$ cat src/rtl/alu_pkg.sv
// Shared types and constants for the ALU share arbiter.
package alu_pkg;

  localparam int unsigned DATA_W = 8;

  typedef enum logic [2:0] {
    OpAnd  = 3'b000,
    OpOr   = 3'b001,
    OpXor  = 3'b010,
    OpAdd  = 3'b011,
    OpSub  = 3'b100,
    OpSlt  = 3'b101,
    OpSlte = 3'b110,
    OpEq   = 3'b111
  } aluop_t;

  typedef enum logic [1:0] {
    StIdle,
    StExec,
    StResp
  } arb_state_t;

endpackage

$ cat src/rtl/alu_share_arbiter_rr_pick.sv
// Round-robin picker: first asserted request at or above ptr_i, with wrap-around.
module rr_pick #(
  parameter int unsigned N = 2
) (
  input  logic [N-1:0]                        req_i,
  input  logic [((N > 1) ? $clog2(N) : 1)-1:0] ptr_i,
  output logic [N-1:0]                        gnt_o,
  output logic [((N > 1) ? $clog2(N) : 1)-1:0] idx_o,
  output logic                                any_o
);

  localparam int unsigned IdW = (N > 1) ? $clog2(N) : 1;

  // Scan N slots starting at the pointer; the first hit wins.
  always_comb begin
    int unsigned k;
    logic        found;
    gnt_o = '0;
    idx_o = '0;
    found = 1'b0;
    k     = 0;
    for (int unsigned i = 0; i < N; i++) begin
      k = (32'(ptr_i) + i) % N;
      if (!found && req_i[k]) begin
        found    = 1'b1;
        gnt_o[k] = 1'b1;
        idx_o    = IdW'(k);
      end
    end
    any_o = found;
  end

endmodule

$ cat src/rtl/alu_share_arbiter.sv
// Shares one combinational 8-bit ALU between NUM_REQ requesters with
// round-robin arbitration and a held response. Optional per-requester
// saturating grant counters are enabled with the ALU_ARB_STATS_EN macro.
module alu_share_arbiter
  import alu_pkg::*;
#(
  parameter int unsigned NUM_REQ = 2,
  parameter int unsigned CNT_W   = 16,
  localparam int unsigned IDW    = (NUM_REQ > 1) ? $clog2(NUM_REQ) : 1
) (
  input  logic                     clk,
  input  logic                     rst_n,
  input  logic [NUM_REQ-1:0]       req_valid,
  output logic [NUM_REQ-1:0]       req_ready,
  input  logic [NUM_REQ*8-1:0]     req_op1,
  input  logic [NUM_REQ*8-1:0]     req_op2,
  input  logic [NUM_REQ*3-1:0]     req_aluop,
  output logic                     rsp_valid,
  input  logic                     rsp_ready,
  output logic [IDW-1:0]           rsp_id,
  output logic [7:0]               rsp_result,
  output logic                     rsp_equal,
  output logic                     rsp_less,
  output logic [7:0]               alu_op1,
  output logic [7:0]               alu_op2,
  output logic [2:0]               alu_aluop,
  input  logic [7:0]               alu_result,
  input  logic                     alu_equal,
  input  logic                     alu_less
`ifdef ALU_ARB_STATS_EN
  ,
  output logic [NUM_REQ*CNT_W-1:0] stat_grants
`endif
);

  if (NUM_REQ < 2 || NUM_REQ > 8 || CNT_W < 1) begin : g_bad_param
    $error("alu_share_arbiter: NUM_REQ must be 2..8 and CNT_W >= 1");
  end

  arb_state_t          state_q, state_d;
  logic [IDW-1:0]      rr_ptr_q, rr_ptr_d;
  logic [DATA_W-1:0]   op1_q, op1_d;
  logic [DATA_W-1:0]   op2_q, op2_d;
  aluop_t              aluop_q, aluop_d;
  logic [IDW-1:0]      id_q, id_d;
  logic [IDW-1:0]      rsp_id_q, rsp_id_d;
  logic [DATA_W-1:0]   rsp_result_q, rsp_result_d;
  logic                rsp_equal_q, rsp_equal_d;
  logic                rsp_less_q, rsp_less_d;

  logic [NUM_REQ-1:0]  win_gnt;
  logic [IDW-1:0]      win_idx;
  logic                win_any;
  logic                accept;
  int unsigned         sel;

  rr_pick #(
    .N (NUM_REQ)
  ) u_rr_pick (
    .req_i (req_valid),
    .ptr_i (rr_ptr_q),
    .gnt_o (win_gnt),
    .idx_o (win_idx),
    .any_o (win_any)
  );

  assign accept = (state_q == StIdle) && win_any;
  assign sel    = 32'(win_idx);

  // Next-state, operand latch, response capture and ALU/handshake outputs.
  always_comb begin
    state_d      = state_q;
    rr_ptr_d     = rr_ptr_q;
    op1_d        = op1_q;
    op2_d        = op2_q;
    aluop_d      = aluop_q;
    id_d         = id_q;
    rsp_id_d     = rsp_id_q;
    rsp_result_d = rsp_result_q;
    rsp_equal_d  = rsp_equal_q;
    rsp_less_d   = rsp_less_q;
    req_ready    = '0;
    rsp_valid    = 1'b0;
    alu_op1      = '0;
    alu_op2      = '0;
    alu_aluop    = '0;
    unique case (state_q)
      StIdle: begin
        req_ready = win_gnt;
        if (win_any) begin
          op1_d    = req_op1[sel*DATA_W +: DATA_W];
          op2_d    = req_op2[sel*DATA_W +: DATA_W];
          aluop_d  = aluop_t'(req_aluop[sel*3 +: 3]);
          id_d     = win_idx;
          rr_ptr_d = (win_idx == IDW'(NUM_REQ - 1)) ? '0 : win_idx + IDW'(1);
          state_d  = StExec;
        end
      end
      StExec: begin
        alu_op1      = op1_q;
        alu_op2      = op2_q;
        alu_aluop    = aluop_q;
        rsp_id_d     = id_q;
        rsp_result_d = alu_result;
        rsp_equal_d  = alu_equal;
        rsp_less_d   = alu_less;
        state_d      = StResp;
      end
      StResp: begin
        rsp_valid = 1'b1;
        if (rsp_ready) begin
          state_d = StIdle;
        end
      end
      default: state_d = StIdle;
    endcase
  end

  // State, pointer, operand and response registers.
  always_ff @(posedge clk or negedge rst_n) begin
    if (!rst_n) begin
      state_q      <= StIdle;
      rr_ptr_q     <= '0;
      op1_q        <= '0;
      op2_q        <= '0;
      aluop_q      <= OpAnd;
      id_q         <= '0;
      rsp_id_q     <= '0;
      rsp_result_q <= '0;
      rsp_equal_q  <= 1'b0;
      rsp_less_q   <= 1'b0;
    end else begin
      state_q      <= state_d;
      rr_ptr_q     <= rr_ptr_d;
      op1_q        <= op1_d;
      op2_q        <= op2_d;
      aluop_q      <= aluop_d;
      id_q         <= id_d;
      rsp_id_q     <= rsp_id_d;
      rsp_result_q <= rsp_result_d;
      rsp_equal_q  <= rsp_equal_d;
      rsp_less_q   <= rsp_less_d;
    end
  end

  assign rsp_id     = rsp_id_q;
  assign rsp_result = rsp_result_q;
  assign rsp_equal  = rsp_equal_q;
  assign rsp_less   = rsp_less_q;

`ifdef ALU_ARB_STATS_EN
  logic [CNT_W-1:0] cnt_q [NUM_REQ];
  logic [CNT_W-1:0] cnt_d [NUM_REQ];

  // Saturating per-requester grant counters, bumped on each accept.
  always_comb begin
    for (int unsigned i = 0; i < NUM_REQ; i++) begin
      cnt_d[i] = cnt_q[i];
      if (accept && win_gnt[i] && (cnt_q[i] != '1)) begin
        cnt_d[i] = cnt_q[i] + CNT_W'(1);
      end
    end
  end

  // Counter registers.
  always_ff @(posedge clk or negedge rst_n) begin
    if (!rst_n) begin
      for (int unsigned i = 0; i < NUM_REQ; i++) begin
        cnt_q[i] <= '0;
      end
    end else begin
      for (int unsigned i = 0; i < NUM_REQ; i++) begin
        cnt_q[i] <= cnt_d[i];
      end
    end
  end

  // Pack counters onto the flat stats port.
  always_comb begin
    stat_grants = '0;
    for (int unsigned i = 0; i < NUM_REQ; i++) begin
      stat_grants[i*CNT_W +: CNT_W] = cnt_q[i];
    end
  end
`else
  logic unused_accept;
  assign unused_accept = accept;
`endif

endmodule
$ cat config.mk
export PLATFORM = sky130hd
export DESIGN_NAME = alu_share_arbiter
export DESIGN_NICKNAME = d
export VERILOG_FILES = /design/src/rtl/alu_pkg.sv /design/src/rtl/alu_share_arbiter_rr_pick.sv /design/src/rtl/alu_share_arbiter.sv
export SDC_FILE = /design/constraint.sdc
export NUM_CORES = 1
export LEC_CHECK = 0
export ABC_AREA = 1
export BUFFER_PORTS_ARGS = -buffer_cell sky130_fd_sc_hd__buf_4
export CAP_MARGIN = 20
export CORE_MARGIN = 3
export CORE_UTILIZATION = 47
export CTS_BUF_LIST = sky130_fd_sc_hd__clkbuf_8
export DETAILED_ROUTE_END_ITERATION = 16
export PLACE_DENSITY = 0.85
export SETUP_SLACK_MARGIN = 0.2
export SLEW_MARGIN = 20
export SYNTH_ARGS = -nofsm -noshare
export SYNTH_HDL_FRONTEND = slang
export SYNTH_SLANG_ARGS = --single-unit
$ cat constraint.sdc
create_clock -name clk -period 1.41 [get_ports clk]
set_clock_uncertainty 0.15 [all_clocks]
set_input_delay 0.0705 -clock clk [delete_from_list [all_inputs] [get_ports clk]]
set_output_delay 0.0705 -clock clk [all_outputs]
set_load 0.05 [all_outputs]
==> flow_summary_export.csv, run 1 <==
group,metric,value,unit
placement,pre_cts_slack,30.1,ps
synthesis,syn-num-nets,272,
placement,dp.cells,342,
synthesis,synthCells,219,
synthesis,synth_commonest_cells,"48 x nand2_1, 38 x nand4_1, 34 x dfrtp_1",
die,die_width,67.0,µm
synthesis,synth_area_leaders,"dfrtp_1 49%, nand4_1 14%, nand2_1 10%",
synthesis,avgSynthCellArea,7.98,µm²
synthesis,yosysSeqAreaShare,0.487,
placement,hpwl,3740,µm
die,ios,86,
status,stop_stage,"clock tree synthesis (4_1_cts)",
clocking,ctsResizeCount,42,
die,fp.dieH,67.0,µm
clocking,numCtsBuffers,5,
synthesis,yosysTopAreaCell,"dfrtp_1",
clocking,cts-root-buf,"clkbuf_8",
status,tool.error,"[ERROR DPL-0038] Utilization greater than 100%, impossible to legalize",
clocking,cts_htree_levels,2,
clocking,cts_hold_buf,51,
synthesis,synth_top_area_share,0.487,
placement,portBuffers,85,
synthesis,synthesis.area,0.00175,mm²
synthesis,synth_cell_types,14,
synthesis,async_reset_ff_frac,1.00,
synthesis,synth-main-ff-cell,"dfrtp_1",
clocking,post-cts-setup-buffers,9,
clocking,cts_buffer_depth,2,
status,status,"aborted with a tool error",
clocking,cts_sinks,34,
synthesis,yosysMostFrequentCell,"nand2_1",
die,initial_core_util,0.504,
synthesis,ys_seq_elements,34,
placement,routabilityCongestion,0.732,
die,rows,21,
synthesis,synth_edf_count,0,
synthesis,ys_warn_count,0,
[cells by family after synthesis]
| kind of cell | Yosys count | synth area share |
|---|---|---|
| simple gates | 141 | 0.384 |
| buf+inv | 41 | 0.114 |
| flops | 34 | 0.487 |
| compound gates | 3 | 0.0150 |
[metrics by stage]
stage,cell area (µm²),utilization
after detailed placement,2610,0.754
after global placement,2610,0.754
after floorplan,1930,-
==> run 2: changes to the inputs <==
--- a/config.mk
+++ b/config.mk
@@ -9,11 +9,9 @@
 export BUFFER_PORTS_ARGS = -buffer_cell sky130_fd_sc_hd__buf_4
 export CAP_MARGIN = 20
 export CORE_MARGIN = 3
-export CORE_UTILIZATION = 47
-export CTS_BUF_LIST = sky130_fd_sc_hd__clkbuf_8
+export CORE_UTILIZATION = 40
 export DETAILED_ROUTE_END_ITERATION = 16
-export PLACE_DENSITY = 0.85
-export SETUP_SLACK_MARGIN = 0.2
+export PLACE_DENSITY_LB_ADDON = 0.15
 export SLEW_MARGIN = 20
 export SYNTH_ARGS = -nofsm -noshare
 export SYNTH_HDL_FRONTEND = slang
==> run 2 against run 1 <==
  * The flow now finishes, with violations (setup timing)
  * Synthesized cell count stayed put
  * Synthesized area stayed put
==> flow_summary_export.csv, run 2 <==
group,metric,value,unit
status,status,"complete, but fails checks",
status,violations,"setup timing",
synthesis,synth_commonest_cells,"48 x nand2_1, 38 x nand4_1, 34 x dfrtp_1",
worst_setup_path,critical_path_class,"flip-flop to flip-flop",
drt,drc,0,
synthesis,yosysMostFrequentCell,"nand2_1",
cells_and_area,num-fill-cells,188,
timing,rsz0062_at_grt,"yes",
synthesis,synth-main-ff-cell,"dfrtp_1",
worst_setup_path,crit_path_end_kind,"flip-flop",
pwr,p_leak,1.76,nW
worst_setup_path,r2r_cells,8,
timing,slew_headroom,0.706,
clocking,cts_tree,"built",
synthesis,ys_seq_elements,34,
timing,setup_ws,-267,ps
synthesis,synthesis.area,0.00175,mm²
drt,post_drt_via_cell_ratio,5.57,
pwr,ir_worst_vdd,0.00143,V
die,rows,23,
synthesis,synth_top_area_share,0.487,
synthesis,ys_warn_count,0,
synthesis,yosysSeqAreaShare,0.487,
timing,final_hold_viol_count,0,
synthesis,async_reset_ff_frac,1.00,
global_routing,use_met2,0.484,
cells_and_area,diodes,0,
worst_setup_path,regToRegSetupSlack,-270,ps
placement,hpwl,3430,µm
global_routing,grt_pass1_wl,10900,µm
die,fp.dieH,72.1,µm
clocking,cts_htree_levels,2,
die,ios,86,
global_routing,grtUsageTotal,0.269,
worst_setup_path,critPathArrivalTime,1680,ps
synthesis,synth_edf_count,0,
synthesis,synth_cell_types,14,
cells_and_area,finalNonFillerCells,423,
synthesis,syn-num-nets,272,
min_path,hold_path_class,"input pin to flip-flop",
job,maxCapViolations,0,
worst_setup_path,path_max_fanout,6,
placement,portBuffers,85,
timing,period_minus_slack,1680,ps
worst_setup_path,r2r-end,"op2_q[7]$_DFFE_PN0P_",
clocking,cts_buffer_depth,2,
timing,whs,38.3,ps
global_routing,grt_pass1_vias,2234,
cells_and_area,regArea,852,µm²
pwr,p_per_area,2310,mW/mm²
global_routing,grt_use_met1,0.318,
timing,max_freq,0.596,GHz
cells_and_area,syn_to_final_growth,106,%
cells_and_area,drive_above_1_share,0.402,
worst_setup_path,reg2reg_from,"state_q[1]$_DFFE_PN0P_",
die,core_area,0.00412,mm²
min_path,hold_path_end,"id_q$_DFFE_PN0P_",
global_routing,grt_use_met3,0.0596,
drt,drt_wl_total,8000,µm
clocking,numCtsBuffers,5,
global_routing,grt.busiest_layer,"met2",
placement,routabilityCongestion,0.753,
timing,period_share,1.19,
worst_setup_path,critPathRequiredTime,1420,ps
die,die_width,72.1,µm
drt,first_iter_violations,203,
min_path,hold_path_depth,3,
timing,drv_slew,0,
die,initial_core_util,0.425,
timing,worst_pin_slew,440,ps
synthesis,synth_area_leaders,"dfrtp_1 49%, nand4_1 14%, nand2_1 10%",
drt,route.detailed.wl_per_inst,18.9,µm
placement,dp.cells,347,
drt,vias,2355,
min_path,min-delay-start,"req_valid[1]",
cells_and_area,final_common_cell,"buf_4",
cells_and_area,multi_input_area,868,µm²
worst_setup_path,crit_start,"state_q[1]$_DFFE_PN0P_",
synthesis,avgSynthCellArea,7.98,µm²
die,die_area,0.00520,mm²
clocking,clkTransAtPathRegs,70,ps
clocking,cts-root-buf,"clkbuf_8",
clocking,cts_sinks,34,
global_routing,grt_max_degree,35,
cells_and_area,final_nets,425,
synthesis,yosysTopAreaCell,"dfrtp_1",
synthesis,synthCells,219,
worst_setup_path,worstSetupStartpointType,"flip-flop",
drt,ant_nets,0,
timing,setup_violations,42,
clocking,clock_latency,290,ps
cells_and_area,most-common-layout-cells,"75 x buf_4, 51 x dlygate4sd3_1, 46 x nand2_1",
drt,dr.pass1.iters,4,
global_routing,antenna_found_initial,0,
global_routing,grt_overflow_total,0,
run 2: cell counts after synthesis:
No cell type changed its count.
run 2: cell families (layout without fill, tap and decap cells):
kind of cell / Yosys count / in the layout / synth area share
buf+inv: 41 / 195 / 0.114
simple gates: 141 / 141 / 0.384
compound gates: 3 / 3 / 0.0150
flops: 34 / 34 / 0.487
run 2: report_power, final:
group	internal [mW]	switching, mW	total (mW)	leakage [nW]
Combinational	2.30	3.38	5.69	1.28
Sequential	1.46	0.324	1.78	0.419
Clock	0.493	0.362	0.855	0.0575
run 2: critical path: stages, from the launching register on:
cell	delay [ps]
dfrtp_1	410
buf_6	130
nor2_4	140
o21ai_4	130
buf_4	160
buf_6	110
buf_6	120
nand2_1	90
nand3_1	110
run 2: worst max-delay path by stage:
stage                           endpoint  slack [ps]  cells after the start
floorplan                   alu_aluop[1]        -220                      4
global placement    op2_q[7]$_DFFE_PN0P_          80                      5
detailed placement  op2_q[2]$_DFFE_PN0P_          40                      5
CTS                         req_ready[0]        -120                      5
global route        op2_q[7]$_DFFE_PN0P_        -300                      8
finish              op2_q[7]$_DFFE_PN0P_        -270                      8
run 2: cell type report:
class,count,share of cell area
timing repair buffer,164,0.451
multi-input combinational,144,0.241
sequential,34,0.236
clock buffer,8,0.0305
inverter,23,0.0239
tap,50,0.0173
run 2: through the flow:
step	util	area [µm²]	power (mW)	setup TNS, ps	setup WS [ps]
floorplan	-	1760	4.39	-4190	-216
global placement	0.597	2460	5.43	0	81.1
detailed placement	0.597	2460	5.50	0	38.1
CTS	0.829	3410	7.34	-1820	-122
global route	0.877	3610	8.70	-7300	-300
finish	0.877	3610	8.32	-5350	-267
run 2: repair_timing:
action / in CTS / in global routing
hold buffers: 51 / 0
resized for setup: 71 / 18
pin swaps: 3 / 8
endpoints found under the setup margin: 22 / 42
cloned: 1 / 4
setup buffers: 9 / 5
hold endpoints to repair: 64 / 0
run 2: metal layers:
metal | vias up | wire, µm | part of all wire
li1 | 1037 | - | -
met1 | 1124 | 2860 | 0.36
met2 | 150 | 4080 | 0.51
met3 | 44 | 617 | 0.077
met4 | 0 | 437 | 0.055
met5 | - | 0 | 0
(Power assumes the default switching activity.)
==> run 3: changes to the inputs <==
==> constraint.sdc (replaced) <==
create_clock -name clk -period 1.41 [get_ports clk]
set_clock_uncertainty 0.15 [all_clocks]
set_input_delay 0.0705 -clock clk [delete_from_list [all_inputs] [get_ports clk]]
set_output_delay 0.0705 -clock clk [all_outputs]
set_load 0.005 [all_outputs]
==> run 3 against run 2 <==
  * The run still ends with setup timing left
  * Critical path depth fell by 3
  * First-iteration DRC count down 21%
  * Via count decreased by 6.5%
  * Combinational power is 34% lower
  * Fmax grew 13%
  * Critical path type is now flip-flop to output port
  * Largest power group unchanged
  * Highest routed layer unchanged
==> flow_summary_export.csv, run 3 (synthesis gave the netlist of run 2 again) <==
group,metric,value,unit
die,initial_core_util,0.425,
pwr,p_per_area,1820,mW/mm²
cells_and_area,most-common-layout-cells,"84 x buf_4, 50 x dlygate4sd3_1, 45 x nand2_1",
cells_and_area,final_nets,419,
placement,hpwl,3340,µm
global_routing,grt_pass1_wl,9990,µm
global_routing,grtUsageTotal,0.246,
global_routing,grt_overflow_total,0,
pwr,ir_worst_vdd,0.00101,V
global_routing,grt_use_met3,0.0429,
status,status,"complete, but fails checks",
job,maxCapViolations,0,
drt,drc,0,
cells_and_area,drive_above_1_share,0.399,
timing,period_share,1.06,
timing,setup_violations,30,
timing,slew_headroom,0.710,
worst_setup_path,critPathRequiredTime,1190,ps
pwr,p_leak,1.68,nW
die,ios,86,
min_path,hold_path_end,"op2_q[4]$_DFFE_PN0P_",
placement,portBuffers,85,
status,violations,"setup timing",
worst_setup_path,crit_path_end_kind,"output port",
global_routing,grt.busiest_layer,"met2",
global_routing,grt_use_met1,0.311,
timing,final_hold_viol_count,0,
drt,route.detailed.wl_per_inst,15.7,µm
worst_setup_path,reg2reg_from,"state_q[1]$_DFFE_PN0P_",
cells_and_area,num-fill-cells,243,
worst_setup_path,regToRegSetupSlack,-40,ps
timing,period_minus_slack,1490,ps
clocking,cts_sinks,34,
placement,routabilityCongestion,0.776,
worst_setup_path,critical_path_class,"flip-flop to output port",
drt,drt_wl_total,6540,µm
global_routing,antenna_found_initial,0,
drt,first_iter_violations,161,
die,fp.dieH,72.1,µm
die,die_width,72.1,µm
die,die_area,0.00520,mm²
worst_setup_path,r2r-end,"op1_q[6]$_DFFE_PN0P_",
timing,max_freq,0.671,GHz
clocking,numCtsBuffers,5,
cells_and_area,syn_to_final_growth,95.1,%
global_routing,grt_pass1_vias,2138,
clocking,cts_tree,"built",
timing,rsz0062_at_grt,"yes",
worst_setup_path,worstSetupStartpointType,"flip-flop",
drt,vias,2201,
min_path,hold_path_depth,3,
global_routing,use_met2,0.412,
timing,drv_slew,0,
cells_and_area,final_common_cell,"buf_4",
clocking,cts_htree_levels,2,
timing,worst_pin_slew,436,ps
timing,setup_ws,-79.9,ps
cells_and_area,final_util,0.829,
cells_and_area,diodes,0,
drt,dr.pass1.iters,4,
die,core_area,0.00412,mm²
clocking,clock_latency,290,ps
drt,ant_nets,0,
worst_setup_path,r2r_cells,6,
worst_setup_path,critPathArrivalTime,1270,ps
global_routing,grt_max_degree,35,
die,rows,23,
timing,fin_setup_tns,-1590,ps
clocking,cts_buffer_depth,2,
clocking,clkTransAtPathRegs,70,ps
clocking,cts-root-buf,"clkbuf_8",
drt,post_drt_via_cell_ratio,5.29,
worst_setup_path,path_max_fanout,6,
min_path,hold_path_class,"input pin to flip-flop",
min_path,min-delay-start,"req_valid[0]",
==> run 3: cell types whose count changed in the layout (fill, tap and decap cells not counted), moves of 3 or more <==
cell	delta
clkbuf_16	-3
buf_8	-5
nor2_4	-7
nor2_2	+7
clkbuf_8	-3
buf_4	+9
buf_6	-7
==> run 3: repair_timing <==
item | 4_1_cts | 5_1_grt
setup endpoints to repair | 21 | 43
hold buffers | 50 | 0
setup buffers | 6 | 5
pin swaps | 3 | 1
resized for setup | 50 | 25
endpoints found under the hold margin | 64 | 0
cloned | 3 | 1
==> run 3: how the worst max path moves through the flow <==
stage                                 to                    from
finish                      alu_aluop[1]  state_q[1]$_DFFE_PN0P_
global route                  alu_op1[5]  state_q[1]$_DFFE_PN0P_
global placement            req_ready[0]            req_valid[0]
detailed placement          req_ready[0]            req_valid[0]
floorplan           op1_q[0]$_DFFE_PN0P_  state_q[0]$_DFFE_PN0P_
CTS                         req_ready[1]  state_q[1]$_DFFE_PN0P_
==> run 3: power breakdown <==
part	total (mW)	internal [mW]	switching [mW]
logic	3.78	1.86	1.92
clock network	0.680	0.331	0.349
registers	1.76	1.46	0.299
==> run 3: layout make-up <==
| class | count | area, µm² | area share |
|---|---|---|---|
| clock buffers | 5 | 68.8 | 0.0202 |
| clock inverters | 2 | 10.0 | 0.00294 |
| inverters | 23 | 86.3 | 0.0253 |
| multi-input cells | 146 | 885 | 0.259 |
| flip-flops and latches | 34 | 852 | 0.250 |
| well taps | 50 | 62.6 | 0.0183 |
| repair buffers | 156 | 1450 | 0.424 |
==> run 3: worst max-delay path: stages (launching register included) <==
cell	delay [ps]
dfrtp_1	400
inv_2	120
nand2_8	100
buf_12	160
nor2_4	90
buf_6	100
==> run 3: metrics by stage <==
| step | setup WS [ps] | instances | cell area [µm²] | power (mW) | hold slack (ps) |
|---|---|---|---|---|---|
| finish | -79.9 | 416 | 3410 | 6.21 | 88.2 |
| global route | -135 | 416 | 3410 | 6.65 | 99.5 |
| CTS | -76.1 | 410 | 3270 | 5.73 | 55.0 |
| detailed placement | 72.8 | 344 | 2410 | 4.17 | -104 |
| global placement | 90.7 | 344 | 2410 | 4.11 | -101 |
| floorplan | 206 | 219 | 1750 | 3.20 | -375 |
==> run 3: per-layer routing <==
metal | vias to the layer above | part of all wire | wire [µm]
met5 | - | 0 | 0
met3 | 19 | 0.062 | 405
met1 | 1045 | 0.39 | 2520
met4 | 0 | 0.030 | 199
li1 | 1031 | - | -
met2 | 106 | 0.52 | 3420
==> run 4: changes to the inputs <==
--- a/config.mk
+++ b/config.mk
@@ -9,9 +9,9 @@
 export BUFFER_PORTS_ARGS = -buffer_cell sky130_fd_sc_hd__buf_4
 export CAP_MARGIN = 20
 export CORE_MARGIN = 3
-export CORE_UTILIZATION = 40
+export CORE_UTILIZATION = 46
 export DETAILED_ROUTE_END_ITERATION = 16
-export PLACE_DENSITY_LB_ADDON = 0.15
+export PLACE_DENSITY = 0.86
 export SLEW_MARGIN = 20
 export SYNTH_ARGS = -nofsm -noshare
 export SYNTH_HDL_FRONTEND = slang
==> run 4 against run 3 <==
  * Synthesized area did not move
  * Synthesized cell count unchanged
  * The flow now stops in global routing (5_1_grt)
==> flow_summary_export.csv, run 4 <==
group,metric,value,unit
clocking,cts_sinks,34,
synthesis,syn-num-nets,272,
clocking,numCtsBuffers,5,
timing,postGrtWorstEndpoint,"req_ready[1]",
status,tool.error,"[ERROR DPL-0038] Utilization greater than 100%, impossible to legalize",
synthesis,yosysMostFrequentCell,"nand2_1",
synthesis,synthesis.area,0.00175,mm²
synthesis,synth_edf_count,0,
placement,dp.cells,341,
clocking,cts-root-buf,"clkbuf_8",
synthesis,yosysSeqAreaShare,0.487,
die,initial_core_util,0.500,
placement,hpwl,3520,µm
placement,routabilityCongestion,0.749,
placement,dpl_cell_area,0.00241,mm²
global_routing,grt_max_degree,35,
synthesis,ys_warn_count,0,
clocking,cts_htree_levels,2,
synthesis,synth-main-ff-cell,"dfrtp_1",
status,status,"aborted with a tool error",
clocking,cts_buffer_depth,2,
status,stop_stage,"global routing (5_1_grt)",
synthesis,async_reset_ff_frac,1.00,
synthesis,synth_commonest_cells,"48 x nand2_1, 38 x nand4_1, 34 x dfrtp_1",
die,ios,86,
die,rows,21,
die,fp.dieH,67.6,µm
synthesis,ys_seq_elements,34,
synthesis,synth_cell_types,14,
die,die_width,67.6,µm
placement,portBuffers,85,
synthesis,synth_top_area_share,0.487,
synthesis,yosysTopAreaCell,"dfrtp_1",
synthesis,synthCells,219,
synthesis,synth_area_leaders,"dfrtp_1 49%, nand4_1 14%, nand2_1 10%",
timing,worstEpCategory,"output port",
placement,pre_cts_slack,101,ps
synthesis,avgSynthCellArea,7.98,µm²
-- run 4: cell counts after synthesis --
Identical to the previous run, type by type.
-- run 4: cell families after synthesis --
kind of cell           Yosys count  synth area share
and+or+nand+nor                141             0.384
buffers and inverters           41             0.114
DFF                             34             0.487
AOI/OAI and AO/OA                3            0.0150
-- run 4: timing repair --
| action | in CTS |
|---|---|
| endpoints found under the setup margin | 21 |
| cloned | 3 |
| endpoints found under the hold margin | 65 |
| setup buffers | 9 |
| resized for setup | 40 |
| pin swaps | 4 |
| hold buffers | 51 |
-- run 4: through the flow --
| stage | setup TNS (ps) | utilization |
|---|---|---|
| global placement | 0 | 0.690 |
| floorplan | 0 | - |
| CTS | -233 | 0.931 |
| detailed placement | 0 | 0.690 |
